**src/rtl/decoder5_32_seq_if.sv**
```systemverilog
// decoder5_32_seq_if: code/enable inputs and decoded-line outputs
// for the registered 5-to-32 decoder.
interface decoder5_32_seq_if;
  logic        EI;
  logic        GS;
  logic [4:0]  A;
  logic        scan;
  logic [31:0] Y;
  logic [4:0]  Q;
  logic        busy;
  logic        done;

  modport master (
    output EI, GS, A, scan,
    input  Y, Q, busy, done
  );

  modport slave (
    input  EI, GS, A, scan,
    output Y, Q, busy, done
  );
endinterface

```
**src/rtl/decoder5_32_seq.sv**
```systemverilog
// decoder5_32_seq: registered 5-to-32 line decoder with hold timer
// and auto-scan; all outputs come straight from flops.
module decoder5_32_seq #(
  parameter int HOLD = 4
) (
  input logic               clk,
  input logic               rst,
  decoder5_32_seq_if.slave  bus
);

  typedef enum logic [1:0] {
    ST_IDLE = 2'd0,
    ST_HOLD = 2'd1,
    ST_SCAN = 2'd2
  } state_t;

  localparam logic [7:0]  CNT_LD   = 8'(HOLD - 1);
  localparam logic [31:0] ALL_ONES = 32'hFFFF_FFFF;

  state_t      r_state;
  logic [7:0]  r_cnt;
  logic [4:0]  r_q;
  logic [31:0] r_y;
  logic        r_busy;
  logic        r_done;

  state_t      w_state;
  logic [7:0]  w_cnt;
  logic [4:0]  w_q;
  logic [31:0] w_y;
  logic        w_done;
  logic [4:0]  w_n;
  logic [4:0]  w_q_inc;
  logic        w_req;

  assign w_n     = ~bus.A;
  assign w_q_inc = r_q + 5'd1;
  // A request only latches from IDLE or SCAN; HOLD never retriggers.
  assign w_req   = ~bus.GS && (r_state != ST_HOLD);

  always_comb begin
    w_state = r_state;
    w_cnt   = r_cnt;
    w_q     = r_q;
    w_y     = r_y;
    w_done  = 1'b0;
    if (bus.EI) begin
      w_state = ST_IDLE;
      w_y     = ALL_ONES;
    end else if (w_req) begin
      w_state = ST_HOLD;
      w_q     = w_n;
      w_y     = ~(32'd1 << w_n);
      w_cnt   = CNT_LD;
    end else begin
      unique case (r_state)
        ST_HOLD: begin
          if (r_cnt != 8'd0) begin
            w_cnt = r_cnt - 8'd1;
          end else begin
            w_state = ST_IDLE;
            w_y     = ALL_ONES;
            w_done  = 1'b1;
          end
        end
        ST_SCAN: begin
          if (r_cnt != 8'd0) begin
            w_cnt = r_cnt - 8'd1;
          end else if (bus.scan) begin
            w_q    = w_q_inc;
            w_y    = ~(32'd1 << w_q_inc);
            w_cnt  = CNT_LD;
            w_done = (r_q == 5'd31);
          end else begin
            w_state = ST_IDLE;
            w_y     = ALL_ONES;
          end
        end
        default: begin
          if (bus.scan) begin
            w_state = ST_SCAN;
            w_q     = 5'd0;
            w_y     = 32'hFFFF_FFFE;
            w_cnt   = CNT_LD;
          end
        end
      endcase
    end
  end

  always_ff @(posedge clk or posedge rst) begin
    if (rst) begin
      r_state <= ST_IDLE;
      r_cnt   <= 8'd0;
      r_q     <= 5'd0;
      r_y     <= ALL_ONES;
      r_busy  <= 1'b0;
      r_done  <= 1'b0;
    end else begin
      r_state <= w_state;
      r_cnt   <= w_cnt;
      r_q     <= w_q;
      r_y     <= w_y;
      r_busy  <= (w_state != ST_IDLE);
      r_done  <= w_done;
    end
  end

  assign bus.Y    = r_y;
  assign bus.Q    = r_q;
  assign bus.busy = r_busy;
  assign bus.done = r_done;

endmodule

```
**src/flat_wrapper.sv**
```systemverilog
// flat-port wrapper written by rule: the top's interface ports become plain ports
module decoder5_32_seq_flat 
#(
  parameter int HOLD = 4
)
  (clk, rst, bus_EI, bus_GS, bus_A, bus_scan, bus_Y, bus_Q, bus_busy, bus_done);
  decoder5_32_seq_if bus_i ();
  input logic clk;
  input logic rst;
  input wire logic [$bits(bus_i.EI)-1:0] bus_EI;
  input wire logic [$bits(bus_i.GS)-1:0] bus_GS;
  input wire logic [$bits(bus_i.A)-1:0] bus_A;
  input wire logic [$bits(bus_i.scan)-1:0] bus_scan;
  output wire logic [$bits(bus_i.Y)-1:0] bus_Y;
  output wire logic [$bits(bus_i.Q)-1:0] bus_Q;
  output wire logic [$bits(bus_i.busy)-1:0] bus_busy;
  output wire logic [$bits(bus_i.done)-1:0] bus_done;
  assign bus_i.EI = bus_EI;
  assign bus_i.GS = bus_GS;
  assign bus_i.A = bus_A;
  assign bus_i.scan = bus_scan;
  assign bus_Y = bus_i.Y;
  assign bus_Q = bus_i.Q;
  assign bus_busy = bus_i.busy;
  assign bus_done = bus_i.done;
  decoder5_32_seq #(.HOLD(HOLD)) u_core (.clk(clk), .rst(rst), .bus(bus_i));
endmodule
```
**config.mk**
```make
export PLATFORM = sky130hd
export DESIGN_NAME = decoder5_32_seq_flat
export DESIGN_NICKNAME = d
export VERILOG_FILES = /design/src/rtl/decoder5_32_seq_if.sv /design/src/rtl/decoder5_32_seq.sv /design/src/flat_wrapper.sv
export SDC_FILE = /design/constraint.sdc
export NUM_CORES = 1
export LEC_CHECK = 0
export ABC_AREA = 1
export CORE_MARGIN = 3
export CORE_UTILIZATION = 35
export CTS_BUF_LIST = sky130_fd_sc_hd__clkbuf_4 sky130_fd_sc_hd__clkbuf_8
export DETAILED_ROUTE_END_ITERATION = 7
export DONT_BUFFER_PORTS = 1
export GPL_TIMING_DRIVEN = 0
export HOLD_SLACK_MARGIN = 0.03
export PLACE_DENSITY = 0.57
export SKIP_LAST_GASP = 1
export SYNTH_ARGS = -nofsm -noshare
export SYNTH_HDL_FRONTEND = slang
export SYNTH_SLANG_ARGS = --single-unit
export TNS_END_PERCENT = 1
```
**constraint.sdc**
```tcl
create_clock -name clk -period 6.5 [get_ports clk]
set_clock_uncertainty 0.2 [all_clocks]
set_input_delay 0.325 -clock clk [delete_from_list [all_inputs] [get_ports clk]]
set_output_delay 0.325 -clock clk [all_outputs]
set_load 0.05 [all_outputs]
```
### Word level (Yosys, flattened, before mapping)

Cells that the tools add are included.

* register bits: 49
* input bits: 10
* output and inout port bits: 39

* add/sub/neg operators: 2
* equal/unequal tests: 9
* shift-type cells: 2
* mux-type cells: 30
* bitwise logic cells: 5
* reduce and logical (&&, ||, !) cells: 8

Operators with widths (count)
* $mux W32: 6
* $not A32 Y32: 2
* $pmux W32 S2: 1
* $shl A1 B5 Y32 const A: 2
* $mux W8: 4
* $mux W5: 4
* $pmux W8 S2: 1
* $mux W2: 6
* $pmux W5 S2: 1
* $ne A4 B3 Y1 const B: 2
* $reduce_bool A8 Y1: 1
* $sub A8 B1 Y8 const B: 1
* $add A5 B1 Y5 const B: 1
* $eq A5 B5 Y1 const B: 1
* $mux W1: 5
* $not A5 Y5: 1
* $reduce_bool A5 Y1: 1
* $ne A2 B1 Y1 const B: 2
* $pmux W2 S2: 1
* $reduce_and A4 Y1: 1
* $reduce_bool A2 Y1: 2
* $ne A3 B1 Y1 const B: 1
* $ne A3 B2 Y1 const B: 1
* $reduce_and A3 Y1: 1
* 6 further kinds: 7

### Depth between registers and ports, before layout

Gate-level depths: netlist of the first run.

* depth after elaboration: 8
* gate-level depth with buffers: 13
* depth with buffers taken out: 11

### Worst setup path before layout of the first run

OpenSTA, ideal clock, no wires.

* path kind: register -> register
* from: register u_core.r_q[1], in the netlist u_core.bus.Q[1]
* to: register u_core.r_y[11], in the netlist u_core.bus.Y[11]
* data arrival time: 2163 ps
* required time: 6224 ps
* path slack: 4062 ps
* stages on the path, launching flop included: 12
* buffers on the path: 1
* path through: dfrtp_1 ha_1 nand2_1 nor2_1 ha_1 nor2_1 inv_1 clkbuf_2 o21ai_0 nand3_1 nand2_1 nand2_1

* cells in the longest elaborated chain, start to end: 8

RTL lines
* from (decl): line decoder5_32_seq.sv:22 `logic [4:0] r_q;`
* from (signal assigned): line decoder5_32_seq.sv:102 `r_q <= w_q;`
* $add A5 B1 Y5: line decoder5_32_seq.sv:37 `assign w_q_inc = r_q + 5'd1;`
* $shl A1 B5 Y32: line decoder5_32_seq.sv:71 `w_y = ~(32'd1 << w_q_inc);`
* $not A32 Y32: line decoder5_32_seq.sv:71
* $mux W32: line decoder5_32_seq.sv:69 `end else if (bus.scan) begin`
* $mux W32: line decoder5_32_seq.sv:67 `if (r_cnt != 8'd0) begin`
* $pmux W32 S2: line decoder5_32_seq.sv:56 `unique case (r_state)`
* $mux W32: line decoder5_32_seq.sv:50 `end else if (w_req) begin`
* $mux W32: line decoder5_32_seq.sv:47 `if (bus.EI) begin`
* to (signal assigned): line decoder5_32_seq.sv:103 `r_y <= w_y;`
* to (decl): line decoder5_32_seq.sv:23 `logic [31:0] r_y;`

Every way passes these cells. The select of a mux whose other input is x is not followed.
A chain may end at the register's enable or synchronous reset.

### Worst setup path after layout of the first run

* from: register u_core.r_q[1], in the netlist u_core.bus.Q[1]
* to: register u_core.r_y[3], in the netlist u_core.bus.Y[3]

Same word-level chain as after synthesis.

==> summary.md, run 1 <==
| Metric | Value |
|---|---|
| Status | finished, final reports clean |
| Final worst path period need | 2.84 ns |
| Final TNS setup | 0 ns |
| Nets | 527 |
| CP Class | reg -> reg |
| PD cells | 306 nW/um^2 |
| Antenna cells | 0 |
| 1st-iter DRT viols | 236 |
| Drt wl/cell | 15.2 um |
| Worst EP required | 6.55 ns |
| Adder-Cell Fraction of Synth Area | 3.64% |
| R2r setup slk | 3.66 ns |
| Placed Area | 3620 sq um |
| Core area | 9370 sq um |
| Area Growth Syn to Fin | 9.46% |
| Synthesis-stage register bit count | 49 |
| Pint | 0.635 mW |
| Slew @ Worst Pin | 0.743 ns |
| Commonest non-fill, non-tap cell in the layout | nand2_1 |
| Synth Area in XOR/XNOR | 2.48% |
| Finish-stage setup viols | 0 |
| Part of the power in the clock network | 22.8% |
| Largest net degree at the start of global routing | 33 |
| # port buffers | 0 |
| Post-DP HPWL | 7620 um |
| Clk Tree Root Cell | clkbuf_8 |
| Synthesized area per cell | 6.90 sq um |
| Post-Synthesis Cell Area | 3440 sq um |
| Post-CTS sizing | 0 |
| Vias in the first global route | 3158 |
| Layout cells sized above 1 | 15.0% |
| Worst Hold Class | in -> reg |
| Post-Synthesis Cells | 498 |
| Antenna Nets Post-Route | 0 |
| CTS tree | built |
| Die X | 105 um |
| Main combinational cell family by area after synthesis | simple AND/OR/NAND/NOR gates |
| Hold Crit Depth | 3 |
| Reg2reg path depth | 11 |
| Sequential share of the synthesized area | 36.8% |
| Peak supply drop | 0.000114 V |
| CTS Buffer Depth | 2 |
| Clk_lat worst skew | 0.30 ns |
| Fmax | 352 MHz |
| Hold Vio Cnt, Final | 0 |
| Slew margin rel. | 50.4% |
| Gp weighted congestion | 0.879 |
| Boundary Pins | 49 |
| Logic gate share of total power | 28.2% |
| Fin area | 3760 sq um |
| Htree depth | 2 |
| Setup bufs post-CTS | 0 |
| Switch Pwr | 0.518 mW |
| Clock transition at path regs | 0.10 ns |
| CTS Sinks | 49 |
| Initial antenna violation count | 0 |
| Wirelength, routed | 9710 um |
| Fill cells | 1015 |
| # DRC | 0 |
| Synth warn | 0 |
| Crit path DAT | 2.89 ns |
| Startpoint Class | flip-flop |
| RSZ-0062 raised after global routing | no |
| Sequential fraction of design power | 49.0% |
| Complex-gate fraction of the synthesized area | 15.0% |
| Starting Density | 36.7% |
| DRT Pass-1 Iters | 5 |
| Mux contribution to synthesized area | 0% |
| Most frequent cells in the layout | nand2_1 (133), nor2_1 (88), a21oi_1 (40) |
| GRT Total Usage | 17.7% |
| First-pass GRT wire length | 15900 um |
| Die Span Y | 105 um |
| Static leakage | 1.64 nW |
| Synth Net Count | 518 |
| Final Max Tran Viols | 0 |
| Rows | 35 |
| Global route overflow | 0 |
| CTS Buf Count | 5 |
| Tcrit/Tclk final | 43.7% |
| Post-layout util | 40.1% |
| Net Sw Frac | 44.9% |
| DR vias | 3242 |
| Max-Cap Viols | 0 |
| Vias/cell | 5.09 |
| Die area | 11000 sq um |
| Post-Synth Simple-Gate Area | 34.2% |
| Worst-path fanout max | 10 |
| CP Capture Type | flip-flop |
| Count of cell types in the netlist | 34 |
==> flip-flops by register name, summed over array words and instances (netlist names) <==
name	flops
u_core.bus.Y	32
u_core.r_cnt	8
u_core.bus.Q	5
u_core.r_state	2
u_core.bus.busy	1
u_core.bus.done	1
==> path summary, 6_finish.rpt <==
path | from | to
max in group asynchronous | rst | u_core.bus.Y[25]
setup / recovery | u_core.bus.Q[1] | u_core.bus.Y[3]
min in group asynchronous | rst | u_core.bus.busy
hold / removal | bus_A[0] | u_core.bus.Q[0]
hold reg to reg | u_core.r_cnt[7] | u_core.r_cnt[7]
setup reg to reg | u_core.bus.Q[1] | u_core.bus.Y[3]
==> worst max-delay path, cell delays in order (launching register included) <==
cell and delay, ns:
dfrtp_1 0.77, ha_1 0.34, nand2_1 0.07, nor2_1 0.13, ha_1 0.27, nor2_1 0.17
inv_1 0.12, clkbuf_2 0.19, o21ai_0 0.25, nand3_1 0.12, nand2_1 0.10, nand2_1 0.05
==> logic make-up after synthesis <==
kind of cell	after synthesis
flops	49
compound gates	99
fa+ha+maj	10
simple gates	271
buf+inv	61
xor+xnor	8
==> power groups by stage <==
stage	logic [mW]	clock network (mW)	registers (mW)
detailed placement	0.323	0	0.572
floorplan	0.246	0	0.559
CTS	0.325	0.268	0.568
global placement	0.319	0	0.572
global route	0.371	0.281	0.573
finish	0.325	0.262	0.565
==> repair_timing <==
action | 4_1_cts | 5_1_grt
hold endpoints to repair | 17 | 0
hold buffers | 1 | 0
setup endpoints to repair | 0 | 0
==> final cells by class <==
| type | count | area (sq um) | area share (%) |
|---|---|---|---|
| multi-input cells | 388 | 1900 | 50.6 |
| flip-flops and latches | 49 | 1270 | 33.7 |
| well taps | 129 | 161 | 4.29 |
| inverters | 41 | 159 | 4.22 |
| plain buffers | 20 | 109 | 2.89 |
| clock buffers | 5 | 68.8 | 1.83 |
| clock inverters | 3 | 65.1 | 1.73 |
| repair buffers | 2 | 30.0 | 0.798 |
==> per-layer routing <==
| layer | global-route usage (%) | routed length, um | vias to the layer above |
|---|---|---|---|
| li1 | - | - | 1635 |
| met1 | 23.2 | 4360 | 1500 |
| met2 | 30.2 | 4680 | 93 |
| met3 | 3.64 | 539 | 14 |
| met4 | 3.66 | 137 | 0 |
| met5 | 0 | 0 | - |
==> cells in the mapped netlist <==
cell type,instances,area share (%)
nand2_4,3,0.98
nor3b_2,1,0.36
nand2_2,3,0.55
xnor2_1,2,0.51
nor2_8,2,1.2
o21ai_1,13,1.9
ha_1,10,3.6
inv_2,4,0.44
clkbuf_1,7,0.76
nand4_1,14,2.5
clkbuf_2,1,0.15
o22ai_1,2,0.36
xor2_1,4,1.0
buf_1,1,0.11
o21ai_0,38,5.5
nand3_4,1,0.51
nor2_2,1,0.18
xor2_2,2,0.95
buf_6,3,0.98
nand3_1,23,3.3
nor3_1,1,0.15
inv_1,35,3.8
nand2_1,133,15
nor2_1,88,9.6
a2111oi_0,1,0.25
a22oi_1,2,0.44
inv_4,2,0.36
dfstp_2,32,24
a21oi_1,40,5.8
buf_2,8,1.2
nand3_2,1,0.29
dfrtp_1,17,12
o21a_1,1,0.22
a21oi_2,2,0.51
==> metrics by stage <==
stage | std cells | total power [mW] | hold WS (ns) | setup slack, ns
2_1_floorplan | 498 | 0.805 | 0.249 | 4.06
4_1_cts | 637 | 1.16 | 0.0577 | 3.67
3_3_place_gp | 627 | 0.891 | 0.265 | 3.68
5_1_grt | 637 | 1.22 | 0.0642 | 3.41
6_report | 637 | 1.15 | 0.0550 | 3.66
3_5_place_dp | 628 | 0.895 | 0.0287 | 3.69
Note: power is estimated with default switching activity, not from simulation.
==> inputs of run 2 (changes only) <==
--- a/config.mk
+++ b/config.mk
@@ -13,7 +13,7 @@
 export DONT_BUFFER_PORTS = 1
 export GPL_TIMING_DRIVEN = 0
 export HOLD_SLACK_MARGIN = 0.03
-export PLACE_DENSITY = 0.57
+export PLACE_DENSITY = 0.59
 export SKIP_LAST_GASP = 1
 export SYNTH_ARGS = -nofsm -noshare
 export SYNTH_HDL_FRONTEND = slang
==> constraint.sdc (replaced) <==
create_clock -name clk -period 2.4 [get_ports clk]
set_clock_uncertainty 0.2 [all_clocks]
set_input_delay 0.12 -clock clk [delete_from_list [all_inputs] [get_ports clk]]
set_output_delay 0.12 -clock clk [all_outputs]
set_load 0.05 [all_outputs]
==> run 2 against run 1 <==
Register-to-register slack worse by 3.6 ns. First-iteration DRC count increased by 24%. Power increased to 2.6 times the previous value. Maximum frequency up 19%. Sequential share of layout area down 0.40 points. Clock-buffer cell count stayed put. Largest cell class unchanged.
==> summary.md, run 2 (synthesized netlist as in run 1, its figures left out) <==
| Metric | Value |
|---|---|
| Worst Hold Class | in -> reg |
| Worst-path fanout max | 10 (unchanged) |
| Drt wl/cell | 15.8 um (+3.4%) |
| Finish-stage setup viols | 0 (unchanged) |
| Commonest non-fill, non-tap cell in the layout | nand2_1 |
| Hold path start | bus_A[0] |
| CTS Sinks | 49 (unchanged) |
| Antenna cells | 0 (unchanged) |
| Vias/cell | 5.11 (+0.38%) |
| FF/Latch Area | 1280 sq um (+0.79%) |
| Starting Density | 36.7% (unchanged) |
| Rows | 35 (unchanged) |
| Hold Crit Depth | 5 (+2) |
| Vias in the first global route | 3228 (+2.2%) |
| Part of the power in the clock network | 17.7% (-5.1 points) |
| Largest net degree at the start of global routing | 33 (unchanged) |
| Post-Place Setup Slack | -0.272 ns (-3.96 ns) |
| Slew margin rel. | 64.4% (+14 points) |
| Global route overflow | 0 (unchanged) |
| Placed Area | 3620 sq um (about the same) |
| Post-DP HPWL | 7820 um (+2.6%) |
| Initial antenna violation count | 0 (unchanged) |
| Hold Vio Cnt, Final | 0 (unchanged) |
| Setup bufs post-CTS | 0 (unchanged) |
| Boundary Pins | 49 (unchanged) |
| Slew @ Worst Pin | 0.534 ns (-0.210 ns) |
| CTS Buf Count | 5 (unchanged) |
| CTS tree | built |
| Reg2reg end | u_core.bus.Y[11] |
| Nets | 534 (+1.3%) |
| Gp weighted congestion | 0.936 (+6.5%) |
| Post-layout util | 40.9% (+0.80 points) |
| # DRC | 0 (unchanged) |
| 1st-iter DRT viols | 292 (+24%) |
| Final Max Tran Viols | 0 (unchanged) |
| GRT Total Usage | 18.8% (+1.0 points) |
| Crit path DAT | 2.44 ns (-0.45 ns) |
| Power, Total | 2.97 mW (+160%) |
| DRT Pass-1 Iters | 5 (unchanged) |
| PD cells | 773 nW/um^2 (+150%) |
| Die area | 11000 sq um (unchanged) |
| Antenna Nets Post-Route | 0 (unchanged) |
| Htree depth | 2 (unchanged) |
| Most frequent cells in the layout | nand2_1 (133), nor2_1 (87), a21oi_1 (39) |
| Multi-input logic area | 1930 sq um (+1.4%) |
| CTS Buffer Depth | 2 (unchanged) |
| Area Growth Syn to Fin | 11.6% |
| CP Class | reg -> reg |
| Fill cells | 1017 (+0.20%) |
| Max-Cap Viols | 0 (unchanged) |
| Status | finished, final reports clean |
| Fmax | 420 MHz (+19%) |
| Clk_lat worst skew | 0.31 ns (about the same) |
| Tcrit/Tclk final | 99.1% (+55 points) |
| Layout cells sized above 1 | 16.5% (+1.5 points) |
| Setup ws final | 0.0205 ns (-3.64 ns) |
| Core area | 9370 sq um (unchanged) |
| Peak supply drop | 0.000437 V (+280%) |
| Wirelength, routed | 10200 um (+4.6%) |
| Fin area | 3840 sq um (+2.0%) |
| Worst flop-to-flop path startpoint | u_core.bus.Q[0] |
| RSZ-0062 raised after global routing | yes |
| Reg2reg path depth | 11 (unchanged) |
| First-pass GRT wire length | 16800 um (+5.5%) |
| Final worst path period need | 2.38 ns (-0.464 ns) |
| Largest register FFs | 32 (unchanged) |
| Clock transition at path regs | 0.10 ns (about the same) |
| CP Capture Type | flip-flop |
| Hold EP | u_core.bus.Y[24] |
| Logic gate share of total power | 30.3% (+2.1 points) |
| Static leakage | 1.64 nW (+0.18%) |
| Startpoint Class | flip-flop |
| Pint | 1.54 mW (+140%) |
| Die X | 105 um (unchanged) |
| Die Span Y | 105 um (unchanged) |
| R2r setup slk | 0.02 ns (-3.64 ns) |
| Net Sw Frac | 48.2% (+3.3 points) |
| Clk Tree Root Cell | clkbuf_8 |
| Sequential fraction of design power | 52.0% (+3.0 points) |
| Worst EP required | 2.46 ns (-4.09 ns) |
| # port buffers | 0 (unchanged) |
| DR vias | 3290 (+1.5%) |
| Switch Pwr | 1.43 mW (+180%) |
run 2: worst max path at each step:
stage	start	to	slack, ns
floorplan	u_core.bus.Q[1]	u_core.bus.Y[11]	0.16
global placement	u_core.bus.Q[0]	u_core.bus.Y[11]	-0.26
detailed placement	u_core.bus.Q[0]	u_core.bus.Y[10]	-0.27
CTS	u_core.bus.Q[0]	u_core.bus.Y[12]	0.02
global route	u_core.bus.Q[0]	u_core.bus.Y[20]	-0.15
finish	u_core.bus.Q[0]	u_core.bus.Y[11]	0.02
run 2: metal layers:
| metal | track usage, % | up-vias | wire length [um] |
|---|---|---|---|
| met1 | 25.7 | 1529 | 4710 |
| met5 | 0 | - | 0 |
| li1 | - | 1641 | - |
| met3 | 3.34 | 20 | 525 |
| met2 | 30.1 | 100 | 4690 |
| met4 | 5.53 | 0 | 232 |
run 2: repair_timing:
action / in CTS / in global routing
endpoints found under the hold margin: 46 / 7
gates resized for setup: 14 / 1
setup endpoints to repair: 20 / 25
hold buffers: 7 / 1
gates cloned: 0 / 0
run 2: final cells by class:
| cell class | count | share of cell area [%] |
|---|---|---|
| well taps | 129 | 4.21 |
| multi-input cells | 388 | 50.3 |
| clock inverters | 3 | 0.652 |
| flip-flops and latches | 49 | 33.3 |
| inverters | 41 | 4.14 |
| repair buffers | 9 | 2.61 |
| clock buffers | 5 | 1.79 |
| plain buffers | 20 | 3.06 |
run 2: per-stage QoR:
| stage | setup TNS, ns | hold WS, ns | std cells |
|---|---|---|---|
| floorplan | 0 | 0.140 | 498 |
| global placement | -1.99 | 0.152 | 627 |
| detailed placement | -1.99 | -0.151 | 628 |
| CTS | 0 | 0.0348 | 643 |
| global route | -1.65 | 0.0762 | 644 |
| finish | 0 | 0.0461 | 644 |
run 2: critical path, cell delays in order, from the launching register on:
cell,delay (ns)
dfrtp_4,0.61
ha_4,0.22
nand2_1,0.06
nor2_1,0.05
ha_1,0.32
nor2_2,0.14
inv_1,0.11
clkbuf_8,0.19
o21ai_1,0.21
nand3_1,0.09
nand2_1,0.08
nand2_1,0.05
run 2: power by group through the flow:
| stage | sequential (mW) | combinational [mW] | clock, mW |
|---|---|---|---|
| 3_3_place_gp | 1.55 | 0.854 | 0 |
| 6_report | 1.54 | 0.900 | 0.525 |
| 4_1_cts | 1.55 | 0.895 | 0.560 |
| 3_5_place_dp | 1.55 | 0.869 | 0 |
| 2_1_floorplan | 1.51 | 0.667 | 0 |
| 5_1_grt | 1.56 | 1.03 | 0.586 |
==> inputs of run 3 (changes only) <==
==> constraint.sdc (replaced) <==
create_clock -name clk -period 2.1 [get_ports clk]
set_clock_uncertainty 0.2 [all_clocks]
set_input_delay 0.105 -clock clk [delete_from_list [all_inputs] [get_ports clk]]
set_output_delay 0.105 -clock clk [all_outputs]
set_load 0.05 [all_outputs]
==> run 3 against run 2 <==
The run now ends with negative hold slack, negative setup slack left. Hold slack lost 0.12 ns. Sequential power grew 14%. First-iteration DRC count shrank 20%. Critical path type unchanged. Critical endpoint is now u_core.bus.Y[10]. Largest power group unchanged.
==> summary.md, run 3 (synthesized netlist as in run 1, its figures left out) <==
| Metric | Value |
|---|---|
| Max-Cap Viols | 0 (unchanged) |
| Hold buffers post-CTS | 5 (-2) |
| DRT Pass-1 Iters | 7 (+2) |
| Finish-stage setup viols | 32 (+32) |
| Hold Vio Cnt, Final | 18 (+18) |
| Power, Total | 3.44 mW (+16%) |
| DR vias | 3405 (+3.5%) |
| CTS Buffer Depth | 2 (unchanged) |
| Worst-path fanout max | 7 (-3) |
| Net Sw Frac | 47.3% (-0.96 points) |
| # DRC | 0 (unchanged) |
| Final worst path period need | 2.26 ns (-0.118 ns) |
| Peak supply drop | 0.000354 V (-19%) |
| CTS Buf Count | 5 (unchanged) |
| Gp weighted congestion | 0.958 (+2.4%) |
| Final Max Tran Viols | 0 (unchanged) |
| GR peak layer | met2 |
| Logic gate share of total power | 31.6% (+1.3 points) |
| PD cells | 881 nW/um^2 (+14%) |
| Die X | 105 um (unchanged) |
| Wirelength, routed | 10300 um (+1.4%) |
| Fmax | 442 MHz (+5.2%) |
| Final TNS setup | -3.09 ns (-3.09 ns) |
| Routing usage on met2 | 29.2% (-0.92 points) |
| Worst EP required | 2.13 ns (-0.33 ns) |
| Global route overflow | 0 (unchanged) |
| CTS tree | built |
| Starting Density | 36.7% (unchanged) |
| Sequential fraction of design power | 51.2% (-0.8 points) |
| Slew margin rel. | 62.8% (-1.6 points) |
| Vias in the first global route | 3297 (+2.1%) |
| Post-DP HPWL | 7880 um (+0.75%) |
| Area Growth Syn to Fin | 13.7% |
| Switch Pwr | 1.63 mW (+14%) |
| Tcrit/Tclk final | 108% (+8.6 points) |
| Clk Tree Root Cell | clkbuf_8 |
| Clock transition at path regs | 0.09 ns (about the same) |
| First-pass GRT wire length | 17000 um (+1.2%) |
| Status | finished, violations left |
| Crit path DAT | 2.30 ns (-0.14 ns) |
| # port buffers | 0 (unchanged) |
| Largest register FFs | 32 (unchanged) |
| Pint | 1.82 mW (+18%) |
| CTS Sinks | 49 (unchanged) |
| Startpoint Class | flip-flop |
| CP Capture Type | flip-flop |
| Core area | 9370 sq um (unchanged) |
| 1st-iter DRT viols | 233 (-20%) |
| Vias/cell | 5.30 (+3.8%) |
| Antenna Nets Post-Route | 0 (unchanged) |
| Layout cells sized above 1 | 19.7% (+3.2 points) |
| Antenna cells | 0 (unchanged) |
| Rows | 35 (unchanged) |
| R2r setup slk | -0.16 ns (-0.18 ns) |
| Initial antenna violation count | 0 (unchanged) |
| Violated checks | negative hold slack, negative setup slack |
| Die Span Y | 105 um (unchanged) |
| Largest net degree at the start of global routing | 27 (-18%) |
| Setup ws final | -0.162 ns (-0.182 ns) |
| Most frequent cells in the layout | nand2_1 (131), nor2_1 (84), a21oi_1 (39) |
| Drt wl/cell | 16.0 um (+1.7%) |
| Boundary Pins | 49 (unchanged) |
| Clk_lat worst skew | 0.30 ns (about the same) |
| Met3 GRT Util | 4.08% (+0.74 points) |
| Worst Hold Class | in -> reg |
| Commonest non-fill, non-tap cell in the layout | nand2_1 |
| CP Class | reg -> reg |
| Htree depth | 2 (unchanged) |
| Slew @ Worst Pin | 0.558 ns (+0.0239 ns) |
| Nets | 533 (-0.19%) |
| Part of the power in the clock network | 17.2% (-0.5 points) |
| Static leakage | 1.67 nW (+1.6%) |
| RSZ-0062 raised after global routing | yes |
| Met1 Track Usage GR | 25.3% (-0.42 points) |
| Hold slack | -0.0782 ns (-0.124 ns) |
| Die area | 11000 sq um (unchanged) |
| GRT Total Usage | 18.8% (about the same) |
==> run 3: cell count changes in the layout (fill, tap and decap cells not counted), moves of 2 or more <==
| cell | change |
|---|---|
| o21ai_1 | -2 |
| nor2_2 | +3 |
| dlygate4sd3_1 | -3 |
| clkbuf_1 | -3 |
| o21ai_2 | +5 |
| o21ai_0 | -4 |
| buf_4 | +2 |
| clkbuf_4 | +2 |
| nand2_2 | +2 |
| nand2_1 | -2 |
| nor2_1 | -3 |
==> run 3: critical path, cell delays in order (launching register included) <==
cell and delay (ns):
dfrtp_4 0.60, ha_4 0.21, nand2_2 0.05, nor2_1 0.04
ha_1 0.34, nor2_2 0.14, inv_2 0.09, clkbuf_16 0.17
o21ai_4 0.11, nand2_1 0.07, nor2_2 0.12, nor2_1 0.05
==> run 3: layout make-up <==
cell class	instances	area, sq um
fillers	995	5460
plain buffers	19	123
clock buffers	7	90.1
multi-input cells	388	1990
well taps	129	161
flip-flops and latches	49	1280
repair buffers	9	114
inverters	41	159
==> run 3: power by group through the flow <==
stage | clock network, mW | logic, mW | registers [mW]
5_1_grt | 0.652 | 1.23 | 1.79
4_1_cts | 0.624 | 1.04 | 1.77
6_report | 0.591 | 1.09 | 1.76
3_5_place_dp | 0 | 1.01 | 1.78
3_3_place_gp | 0 | 0.987 | 1.78
2_1_floorplan | 0 | 0.770 | 1.74
==> run 3: path summary, 6_finish.rpt <==
check / endpoint / start / cells past startpoint
worst max-delay path: u_core.bus.Y[10] / u_core.bus.Q[0] / 11
worst min-delay path: u_core.bus.Y[3] / bus_GS / 4
worst max register to register: u_core.bus.Y[10] / u_core.bus.Q[0] / 11
worst min register to register: u_core.r_cnt[7] / u_core.r_cnt[7] / 2
max in group asynchronous: u_core.bus.Y[26] / rst / 3
min in group asynchronous: u_core.r_state[1] / rst / 2
==> run 3: timing repair <==
action,CTS,global route
endpoints found under the hold margin,56,15
gates resized for setup,8,27
pin swaps,6,14
gates cloned,0,1
buffers inserted,2,0
endpoints found under the setup margin,35,46
==> run 3: layer usage <==
layer  wire length [um]  part of all wire, %
met4                336                  3.3
met5                  0                    0
met2               4610                   45
met1               4650                   45
met3                704                  6.8
==> run 3: through the flow <==
step / setup WS, ns / utilization, % / hold WS, ns / cells / cell area (sq um)
floorplan: -0.0160 / - / 0.125 / 498 / 3470
global route: -0.270 / 41.7 / -0.0370 / 642 / 3910
finish: -0.162 / 41.7 / -0.0782 / 642 / 3910
CTS: -0.214 / 40.8 / -0.0747 / 642 / 3820
detailed placement: -0.322 / 38.9 / -0.125 / 628 / 3650
global placement: -0.328 / 38.7 / 0.149 / 627 / 3630
